[src/rtl/sound_pkg.sv]
// Shared definitions for the sound phase generator: state encoding and default widths.
package sound_pkg;

  localparam int unsigned ACC_WIDTH_DEF = 16;
  localparam int unsigned DUR_WIDTH     = 16;
  localparam int unsigned ST_WIDTH      = 2;

  // Tone-player states
  localparam logic [ST_WIDTH-1:0] ST_IDLE  = 2'd0;
  localparam logic [ST_WIDTH-1:0] ST_PLAY  = 2'd1;
  localparam logic [ST_WIDTH-1:0] ST_DRAIN = 2'd2;

endpackage

[src/rtl/sound_phase_gen.sv]
// Phase-accumulator tone generator producing sine-table addresses; tones end on a phase wrap.
module sound_phase_gen
  import sound_pkg::*;
#(
  parameter int unsigned COUNT_SIZE = 8,
  parameter int unsigned ACC_WIDTH  = ACC_WIDTH_DEF
) (
  input  logic                  clk,
  input  logic                  resetN,
  input  logic                  sample_tick,
  input  logic                  start,
  input  logic                  stop,
  input  logic [ACC_WIDTH-1:0]  freq_word,
  input  logic [DUR_WIDTH-1:0]  duration,
  output logic [COUNT_SIZE-1:0] ADDR,
  output logic                  addr_valid,
  output logic                  sample_valid,
  output logic                  busy,
  output logic                  done
);

  logic [ST_WIDTH-1:0]   state, state_nxt;
  logic [ACC_WIDTH-1:0]  acc, acc_nxt;
  logic [ACC_WIDTH-1:0]  inc, inc_nxt;
  logic [DUR_WIDTH-1:0]  remaining, rem_nxt;
  logic [COUNT_SIZE-1:0] addr_nxt;
  logic                  addr_valid_nxt;
  logic                  done_nxt;
  logic                  end_cond;
  logic [ACC_WIDTH:0]    sum;
  logic                  carry;

  // Next-state and next-output logic
  always_comb begin
    state_nxt      = state;
    acc_nxt        = acc;
    inc_nxt        = inc;
    rem_nxt        = remaining;
    addr_nxt       = ADDR;
    addr_valid_nxt = 1'b0;
    done_nxt       = 1'b0;
    end_cond       = 1'b0;
    sum            = {1'b0, acc} + {1'b0, inc};
    carry          = sum[ACC_WIDTH];

    case (state)
      ST_IDLE: begin
        addr_nxt = '0;
        // A coincident tick does not advance; the first advance happens in PLAY.
        if (start && (freq_word != '0)) begin
          inc_nxt   = freq_word;
          rem_nxt   = duration;
          acc_nxt   = '0;
          state_nxt = ST_PLAY;
        end
      end

      ST_PLAY: begin
        if (sample_tick) begin
          acc_nxt        = sum[ACC_WIDTH-1:0];
          addr_nxt       = sum[ACC_WIDTH-1 -: COUNT_SIZE];
          addr_valid_nxt = 1'b1;
          if (remaining != '0) begin
            rem_nxt = remaining - DUR_WIDTH'(1);
            if (remaining == DUR_WIDTH'(1)) end_cond = 1'b1;
          end
        end
        // Stop beats retrigger; a retrigger reloads the countdown and cancels its expiry.
        if (stop) begin
          end_cond = 1'b1;
        end else if (start) begin
          if (freq_word != '0) inc_nxt = freq_word;
          rem_nxt  = duration;
          end_cond = 1'b0;
        end
        if (end_cond) begin
          if (sample_tick && carry) begin
            acc_nxt   = '0;
            addr_nxt  = '0;
            state_nxt = ST_IDLE;
            done_nxt  = 1'b1;
          end else begin
            state_nxt = ST_DRAIN;
          end
        end
      end

      ST_DRAIN: begin
        if (sample_tick) begin
          addr_valid_nxt = 1'b1;
          if (carry) begin
            acc_nxt   = '0;
            addr_nxt  = '0;
            state_nxt = ST_IDLE;
            done_nxt  = 1'b1;
          end else begin
            acc_nxt  = sum[ACC_WIDTH-1:0];
            addr_nxt = sum[ACC_WIDTH-1 -: COUNT_SIZE];
          end
        end
      end

      default: begin
        state_nxt = ST_IDLE;
        acc_nxt   = '0;
        addr_nxt  = '0;
      end
    endcase
  end

  // State and output registers with synchronous active-low reset
  always_ff @(posedge clk) begin
    if (!resetN) begin
      state        <= ST_IDLE;
      acc          <= '0;
      inc          <= '0;
      remaining    <= '0;
      ADDR         <= '0;
      addr_valid   <= 1'b0;
      sample_valid <= 1'b0;
      busy         <= 1'b0;
      done         <= 1'b0;
    end else begin
      state        <= state_nxt;
      acc          <= acc_nxt;
      inc          <= inc_nxt;
      remaining    <= rem_nxt;
      ADDR         <= addr_nxt;
      addr_valid   <= addr_valid_nxt;
      sample_valid <= addr_valid;
      busy         <= (state_nxt != ST_IDLE);
      done         <= done_nxt;
    end
  end

endmodule

[config.mk]
export PLATFORM = sky130hd
export DESIGN_NAME = sound_phase_gen
export DESIGN_NICKNAME = d
export VERILOG_FILES = /design/src/rtl/sound_pkg.sv /design/src/rtl/sound_phase_gen.sv
export SDC_FILE = /design/constraint.sdc
export NUM_CORES = 1
export LEC_CHECK = 0
export BUFFER_PORTS_ARGS = -buffer_cell sky130_fd_sc_hd__buf_2
export CAP_MARGIN = 20
export CORE_MARGIN = 2
export CORE_UTILIZATION = 58
export DETAILED_ROUTE_END_ITERATION = 12
export PLACE_DENSITY = 0.78
export SYNTH_ARGS = -nofsm -noshare
export SYNTH_HDL_FRONTEND = slang
export SYNTH_SLANG_ARGS = --single-unit
export TNS_END_PERCENT = 30
[constraint.sdc]
create_clock -name clk -period 3.15 [get_ports clk]
set_input_delay 0 -clock clk [delete_from_list [all_inputs] [get_ports clk]]
set_output_delay 0 -clock clk [all_outputs]
set_load 0.005 [all_outputs]
**Word level (Yosys, flattened, before mapping)**

Index checks and enable logic that the tools add are counted.

- $add $sub $neg: 2
- Equal/unequal tests: 8
- Muxes and demuxes: 42
- Reduce and logical (&&, ||, !) cells: 12

Operators with widths:

| cell | number |
|---|---|
| two-way mux 16 bit | 15 |
| one-hot mux 16 bit (2 select lines) | 2 |
| one-hot mux 16 bit (3 select lines) | 1 |
| two-way mux 8 bit | 5 |
| nonzero test 16 bit | 2 |
| adder 16 x 16 -> 17 bit | 1 |
| == test 16 x 1 -> 1 bit (second input constant) | 1 |
| one-hot mux 8 bit (2 select lines) | 1 |
| subtractor 16 x 1 -> 16 bit (second input constant) | 1 |
| two-way mux 1 bit | 11 |
| two-way mux 2 bit | 5 |
| != test 2 bit (second input constant) | 5 |
| one-hot mux 2 bit (3 select lines) | 1 |
| AND reduction 2 bit | 3 |
| AND reduction 5 bit | 1 |
| nonzero test 2 bit | 2 |
| == test 2 x 1 -> 1 bit (second input constant) | 1 |
| == test 2 bit (second input constant) | 1 |
| logical AND 1 bit | 2 |
| logical NOT 2 bit | 1 |
| one-hot mux 1 bit (2 select lines) | 1 |
| OR reduction 2 bit | 1 |

- Register bits: 62
- Input bits: 37
- Output and inout bits: 12
- Word-level logic and storage cells: 73

**Logic depth before layout (Yosys ltp)**

Gate-level depths: netlist of run 1.

- Depth in word-level cells: 10
- Depth in mapped cells: 11

**Worst setup path before layout of run 1**

No wires, ideal clock.

- Kind: register to register
- Start: register acc[0]
- End: register busy
- Arrival: 2.259 ns
- Data required time: 3.005 ns
- Setup slack: 0.746 ns
- Cell stages (with the launch flop): 11
- Cells stage by stage: dfxtp_1 -> ha_1 -> inv_1 -> fa_1 -> nand2b_1 -> a21oi_1 -> o21ai_1 -> a21oi_1 -> o21ai_1 -> a211oi_1 -> o211ai_1

- Word-level cells in the longest chain between the ends: 6
- Elaborated cells on any way between the ends: 8

Ends and longest elaborated chain:

| what | RTL line | source |
|---|---|---|
| start, declared | sound_phase_gen.sv:23 | `logic [ACC_WIDTH-1:0] acc, acc_nxt;` |
| start signal, assigned | sound_phase_gen.sv:125 | `acc <= acc_nxt;` |
| adder 16 x 16 -> 17 bit (*) | sound_phase_gen.sv:43 | `sum = {1'b0, acc} + {1'b0, inc};` |
| logical AND 1 bit | sound_phase_gen.sv:77 | `if (sample_tick && carry) begin` |
| two-way mux 2 bit | sound_phase_gen.sv:77 |  |
| two-way mux 2 bit | sound_phase_gen.sv:76 | `if (end_cond) begin` |
| one-hot mux 2 bit (3 select lines) (*) | sound_phase_gen.sv:46 | `case (state)` |
| nonzero test 2 bit (*) | sound_phase_gen.sv:131 | `busy <= (state_nxt != ST_IDLE);` |
| end signal, assigned | sound_phase_gen.sv:131 |  |
| end, declared | sound_phase_gen.sv:18 | `output logic busy,` |

Every way passes the cells marked *; elsewhere a longest branch is shown, timed or not.
A chain may end at the register's enable or synchronous reset.

**Final worst setup path of run 1**

Same ends and word-level chain as after synthesis.

==> metrics.md, run 1 <==
| Metric | Value |
|---|---|
| Outcome | finished clean |
| Most frequent cell after synthesis | dfxtp_1 |
| Finished Cell Area | 0.00442 sq mm |
| P_int | 1.45 mW |
| I/O pin total | 49 |
| Crit. End Element | register |
| Core area | 0.00624 sq mm |
| Post-synth cell types | 58 |
| Mux cell area share after synthesis | 4.36% |
| Final min period | 2.86 ns |
| Non-filler cells, final | 604 |
| Ratio of final minimum period to clock period | 90.8% |
| Max-cap viol count | 0 |
| Post-synthesis xor/xnor area fraction | 2.62% |
| DR vias/cell | 6.06 |
| Resized cells post-CTS | 0 |
| Root buffer cell | clkbuf_8 |
| Worst hold path type | in2reg |
| Ys Warns | 0 |
| Site row count | 29 |
| Post-synthesis cell area | 0.00368 sq mm |
| Synth top area cells | dfxtp_1, ha_1, o21ai_0, a21oi_1, nor2_1 |
| Arrival time at the worst endpoint | 3.07 ns |
| DRC violations left | 0 |
| Setup Skew | 0.00978 ns |
| Tightest Pin Transition | 0.821 ns |
| DR WL/cell | 16.0 um |
| Full die area | 0.00699 sq mm |
| DP Area | 0.00398 sq mm |
| Post-synth EDFFs | 0 |
| Antenna Nets Post-Route | 0 |
| H-tree lvl count | 3 |
| Switch share | 33.9% |
| Clock power share | 31.3% |
| Seq pwr share | 41.5% |
| Via count | 3663 |
| Initial Util | 58.9% |
| Clock transition at path regs | 0.07 ns |
| Layout area overhead | 20.2% |
| Ant. Diodes | 0 |
| Post-DP HPWL | 6760 um |
| Total wire length | 9680 um |
| Post-CTS Repair Setup Buffers | 0 |
| Fin. Hold Viols | 0 |
| Gate power share | 27.3% |
| Setup TNS | 0 ns |
| DRT iter0 DRCs | 206 |
| Initial antenna violation count | 0 |
| Clock sinks | 62 |
| Post-Synth Adder-Cell Area | 8.37% |
| Layout Utilization | 70.8% |
| Final setup viols | 0 |
| First-pass GRT wire length | 16000 um |
| Unrepaired setup endpoints after global routing | false |
| Total CTS buffers | 9 |
| CTS tree | built |
| Post-synth ARST share | 0% |
| Main synth FF type | dfxtp_1 |
| Max Slew Vio Count | 0 |
| PwrDens | 495 mW/mm^2 |
| Chip Height | 83.6 um |
| Final Power | 2.19 mW |
| Final nets | 584 |
| Seq/Total Area, Yosys | 33.8% |
| WP data required | 3.36 ns |
| R2R setup slack | 0.29 ns |
| Syn nets | 512 |
| Pre-Repair DR Iteration Count | 5 |
| Synth top cells by count | dfxtp_1, nor2_1, o21ai_0, nand2_1, a21oi_1 |
| Routability cong. | 0.846 |
| Share of the synthesized area in the top cell type | 33.8% |
| Port Buffers | 48 |
| Simple-gate share of the synthesized area | 21.4% |
| Largest area contributor in the netlist | dfxtp_1 |
| Area fraction in compound gates after synthesis | 25.7% |
| Clock Path Buffers | 2 |
| All-Layer GR Usage | 28.3% |
| Pleak | 1.93 nW |
| Startpoint class of the critical path | register |
| Horiz. Die Dim | 83.6 um |
| Share of layout cells above drive strength 1 | 15.4% |
| Largest net degree at the start of global routing | 32 |
| Total gr overflow | 0 |
| Number of synthesized register bits | 62 |
| Clk_lat worst skew | 0.35 ns |
| Vias in the first global route | 3523 |
| Placed Instances | 564 |
| FMAX | 349 MHz |
| Slew Limit Headroom | 44.8% |
| Psw | 743 uW |
| Crit-path max FO | 4 |
| Largest family of logic cells by synthesized area | compound AO/OA/AOI/OAI gates |
| Maximum vdd ir drop | 377 uV |
| Worst Setup Path Type | reg2reg |
| Syn Area/Cell | 8.15 sq um |
| CTS Hold Bufs | 24 |
| Syn Inst Count | 451 |
kinds of logic (layout without fill, tap and decap cells):
family | Yosys count | count (layout)
adders and majority gates | 24 | 24
buffers and inverters | 35 | 111
AOI/OAI and AO/OA | 148 | 148
xor gates and xnor gates | 11 | 11
DFF | 62 | 62
muxes | 16 | 16
and+or+nand+nor | 155 | 155
sequential cells by signal, indices dropped and copies added, names as in the netlist, 2 cells and up:
| register | count |
|---|---|
| inc | 16 |
| state | 2 |
| acc | 16 |
| ADDR | 8 |
| remaining | 16 |
routing by layer:
metal / global-route usage, % / share of wire, % / wire length (um) / vias to the layer above
met2: 47.3 / 48 / 4610 / 147
met5: 0 / 0 / 0 / -
met1: 34.7 / 44 / 4230 / 1682
met3: 5.84 / 5.5 / 530 / 27
met4: 13.5 / 3.2 / 310 / 0
li1: - / - / - / 1807
metrics by stage:
stage	setup slack [ns]	hold WS (ns)
final	0.289	0.0296
after global routing	0.0663	0.0591
after CTS	0.340	0.0161
after detailed placement	0.373	0.252
after global placement	0.508	0.247
after floorplan	0.746	0.144
power groups by stage:
stage | sequential (mW) | combinational (mW) | clock (mW)
2_1_floorplan | 0.907 | 0.426 | 0
3_3_place_gp | 0.920 | 0.543 | 0
3_5_place_dp | 0.922 | 0.558 | 0
4_1_cts | 0.905 | 0.583 | 0.695
5_1_grt | 0.915 | 0.664 | 0.731
6_report | 0.908 | 0.597 | 0.685
layout make-up:
type                       count  area [sq um]
sequential                    62          1240
tap                           77          96.3
clock buffer                   9           124
timing repair buffer          77           526
multi-input combinational    354          2300
inverter                      19          71.3
clock inverter                 6          63.8
fill                         513          1820
layout by cell type (no fill, tap or decap), types with 3 or more instances in the layout:
cell type and count:
nor4_1 9, o21ai_0 41, a32oi_1 6, xor2_1 7, mux2i_1 16, clkbuf_8 9, nand2_1 41, a21o_1 8
ha_1 23, dlygate4sd3_1 24, and2_1 5, buf_2 48, a211oi_1 8, a31oi_1 3, buf_4 4, nand2b_1 5
a32o_1 3, nand4_1 8, xnor2_1 4, dfxtp_1 62, nor3_1 9, a21oi_1 39, o211ai_1 7, and3_1 5
o21ai_1 3, o22ai_1 3, a22oi_1 5, nor2_1 50, nand3_1 7, inv_1 18
critical path, cell delays in order, from the launching register on:
cell and delay [ns]:
dfxtp_1 0.34, ha_1 0.19, inv_1 0.07, fa_1 0.39, nand2b_1 0.18, a21oi_1 0.22
o21ai_1 0.15, a21oi_1 0.46, o21ai_1 0.20, a211oi_1 0.37, o211ai_1 0.14
path summary, 6_finish.rpt:
| kind | cells past startpoint | start | end |
|---|---|---|---|
| max | 10 | acc[0] | busy |
| min | 5 | duration[2] | remaining[2] |
| max reg2reg | 10 | acc[0] | busy |
| min reg2reg | 2 | acc[14] | acc[14] |
No activity file was read; power rests on OpenSTA's default activity.
==> run 2: changes to the inputs <==
- CORE_MARGIN: 2 -> unset
==> run 2 against run 1 <==
Net effect: setup slack better by 0.038 ns; hold slack worse by 0.016 ns; power fell by 4.2%; maximum frequency grew 1.4%; combinational power rose by 1%; critical path depth unchanged; flip-flop and latch count did not move; routed wire length fell by 2.0%; count of clock-buffer cells in the layout increased by 3; register-to-register slack improved by 0.04 ns; clock skew up 0.0013 ns; largest power group unchanged.
==> metrics.md, run 2 (synthesized netlist as in run 1, its figures left out) <==
| Metric | Value |
|---|---|
| Outcome | finished clean |
| Chip Height | 81.6 um (-2.4%) |
| Most common cell on crit path | a21oi_1 |
| CP delay by family, top | compound AO/OA/AOI/OAI gates |
| Site row count | 28 (-3.4%) |
| Via count | 3665 (+0.055%) |
| Unrepaired setup endpoints after global routing | false |
| Total wire length | 9490 um (-2.0%) |
| Clock sinks | 62 (unchanged) |
| Clk_lat worst skew | 0.34 ns (about the same) |
| I/O pin total | 49 (unchanged) |
| Crit. End Element | register |
| Seq pwr share | 43.1% (+1.6 points) |
| Biggest registers after layout | acc: 16 flops, inc: 16 flops, remaining: 16 flops |
| Antenna Nets Post-Route | 0 (unchanged) |
| Largest net degree at the start of global routing | 32 (unchanged) |
| Maximum vdd ir drop | 342 uV (-9.3%) |
| Largest stage delay, worst path | 0.41 ns (-0.05 ns) |
| Crit-path max FO | 13 (+9) |
| Total gr overflow | 0 (unchanged) |
| Psw | 713 uW (-4.0%) |
| H-tree lvl count | 3 (unchanged) |
| Area of the multi-input gates | 0.00230 sq mm (unchanged) |
| WP data required | 3.36 ns (about the same) |
| Fin. Hold Viols | 0 (unchanged) |
| Clock transition at path regs | 0.07 ns (about the same) |
| Pleak | 1.92 nW (-0.68%) |
| Gate power share | 28.7% (+1.4 points) |
| DRC violations left | 0 (unchanged) |
| DRT iter0 DRCs | 258 (+25%) |
| Post-DP HPWL | 6530 um (-3.3%) |
| Final Power | 2.10 mW (-4.2%) |
| Setup TNS | 0 ns (unchanged) |
| Pre-Repair DR Iteration Count | 5 (unchanged) |
| Worst path cell trace | ha_1 > inv_1 > fa_1 > nand2b_1 > a21oi_1 > o21ai_1 > a21oi_1 > o21bai_4 > nand4_1 > o21ai_0 |
| Slowest CP cell | a21oi_1 |
| CTS tree | built |
| Ratio of final minimum period to clock period | 89.6% (-1.2 points) |
| Horiz. Die Dim | 81.6 um (-2.4%) |
| Port Buffers | 48 (unchanged) |
| Slew Limit Headroom | 49.8% (+5.0 points) |
| Post-CTS Repair Setup Buffers | 0 (unchanged) |
| Max-cap viol count | 0 (unchanged) |
| Max Slew Vio Count | 0 (unchanged) |
| Clock Path Buffers | 2 (unchanged) |
| Root buffer cell | clkbuf_8 |
| Arrival time at the worst endpoint | 3.03 ns (-0.04 ns) |
| Final nets | 583 (-0.17%) |
| Final setup viols | 0 (unchanged) |
| Layout area overhead | 19.0% |
| Final min period | 2.82 ns (-0.0385 ns) |
| P_int | 1.38 mW (-4.3%) |
| Reg area | 0.00124 sq mm (unchanged) |
| Full die area | 0.00666 sq mm (-4.7%) |
| PwrDens | 479 mW/mm^2 (-3.2%) |
| DR vias/cell | 6.11 (+0.72%) |
| Worst hold path type | in2reg |
| All-Layer GR Usage | 30.6% (+2.4 points) |
| Total CTS buffers | 9 (unchanged) |
| DR WL/cell | 15.8 um (-1.4%) |
| First-pass GRT wire length | 15400 um (-3.7%) |
| Vias in the first global route | 3362 (-4.6%) |
| Switch share | 34.0% (+0.084 points) |
| CP Buf/Inv Count | 1 (unchanged) |
| Startpoint class of the critical path | register |
| Tightest Pin Transition | 0.746 ns (-0.0752 ns) |
| WHS | 0.0136 ns (-0.0160 ns) |
| Worst Setup Path Type | reg2reg |
| Clock power share | 28.1% (-3.2 points) |
| CTS Hold Bufs | 23 (-4.2%) |
| Most frequent cells in the layout | dfxtp_1, nor2_1, buf_2, nand2_1, o21ai_0 |
| Resized cells post-CTS | 0 (unchanged) |
| Initial Util | 61.0% (+2.1 points) |
| Initial antenna violation count | 0 (unchanged) |
| Ant. Diodes | 0 (unchanged) |
| Fillers | 482 (-6.0%) |
| Share of layout cells above drive strength 1 | 14.9% (-0.51 points) |
| Routability cong. | 0.835 (-1.3%) |
| Core area | 0.00603 sq mm (-3.4%) |
| Setup Skew | 0.0111 ns (+0.00131 ns) |
| FMAX | 354 MHz (+1.4%) |
| Most common cell after layout, fill and taps aside | dfxtp_1 |
==> run 2: worst min-delay path, delay by kind of cell <==
| family | cells | cell delay, ns |
|---|---|---|
| AO/OA/AOI/OAI | 2 | 0.11 |
| AND/OR/NAND/NOR | 2 | 0.10 |
| buffers and inverters | 1 | 0.09 |
==> run 2: final timing paths <==
kind                                   from      endpoint  slack (ns)  cells after the start
worst max-delay path                 acc[0]        acc[6]        0.33                     10
worst min-delay path            duration[2]  remaining[2]        0.01                      5
worst max register to register       acc[0]        acc[6]        0.33                     10
worst min register to register      acc[14]       acc[14]        0.46                      2
==> run 2: stage by stage <==
stage / worst slack (ns) / utilization (%) / instance area, sq um / cells
2_1_floorplan: 0.746 / - / 3680 / 451
3_3_place_gp: 0.462 / 66.0 / 3980 / 562
3_5_place_dp: 0.358 / 66.0 / 3980 / 562
4_1_cts: 0.349 / 72.4 / 4360 / 599
5_1_grt: 0.0101 / 72.6 / 4380 / 600
6_report: 0.327 / 72.6 / 4380 / 600
==> run 2: cell type report <==
type                    count  share of cell area, %
clock inverters             2                  0.229
repair buffers             76                   11.8
well taps                  75                   2.14
inverters                  19                   1.63
flip-flops and latches     62                   28.4
clock buffers              12                   3.32
multi-input cells         354                   52.5
==> run 2: power by group through the flow <==
stage | logic (mW) | clock network (mW) | registers (mW)
global route | 0.666 | 0.631 | 0.912
CTS | 0.585 | 0.600 | 0.904
detailed placement | 0.560 | 0 | 0.921
global placement | 0.547 | 0 | 0.920
floorplan | 0.426 | 0 | 0.907
finish | 0.603 | 0.590 | 0.905
==> run 2: metal layers <==
metal	up-vias	wire length (um)	GRT usage (%)	part of all wire (%)
met5	-	0	0	0
met1	1688	4280	40.9	45
li1	1808	-	-	-
met4	0	175	13.5	1.8
met2	149	4340	47.7	46
met3	20	685	6.11	7.2
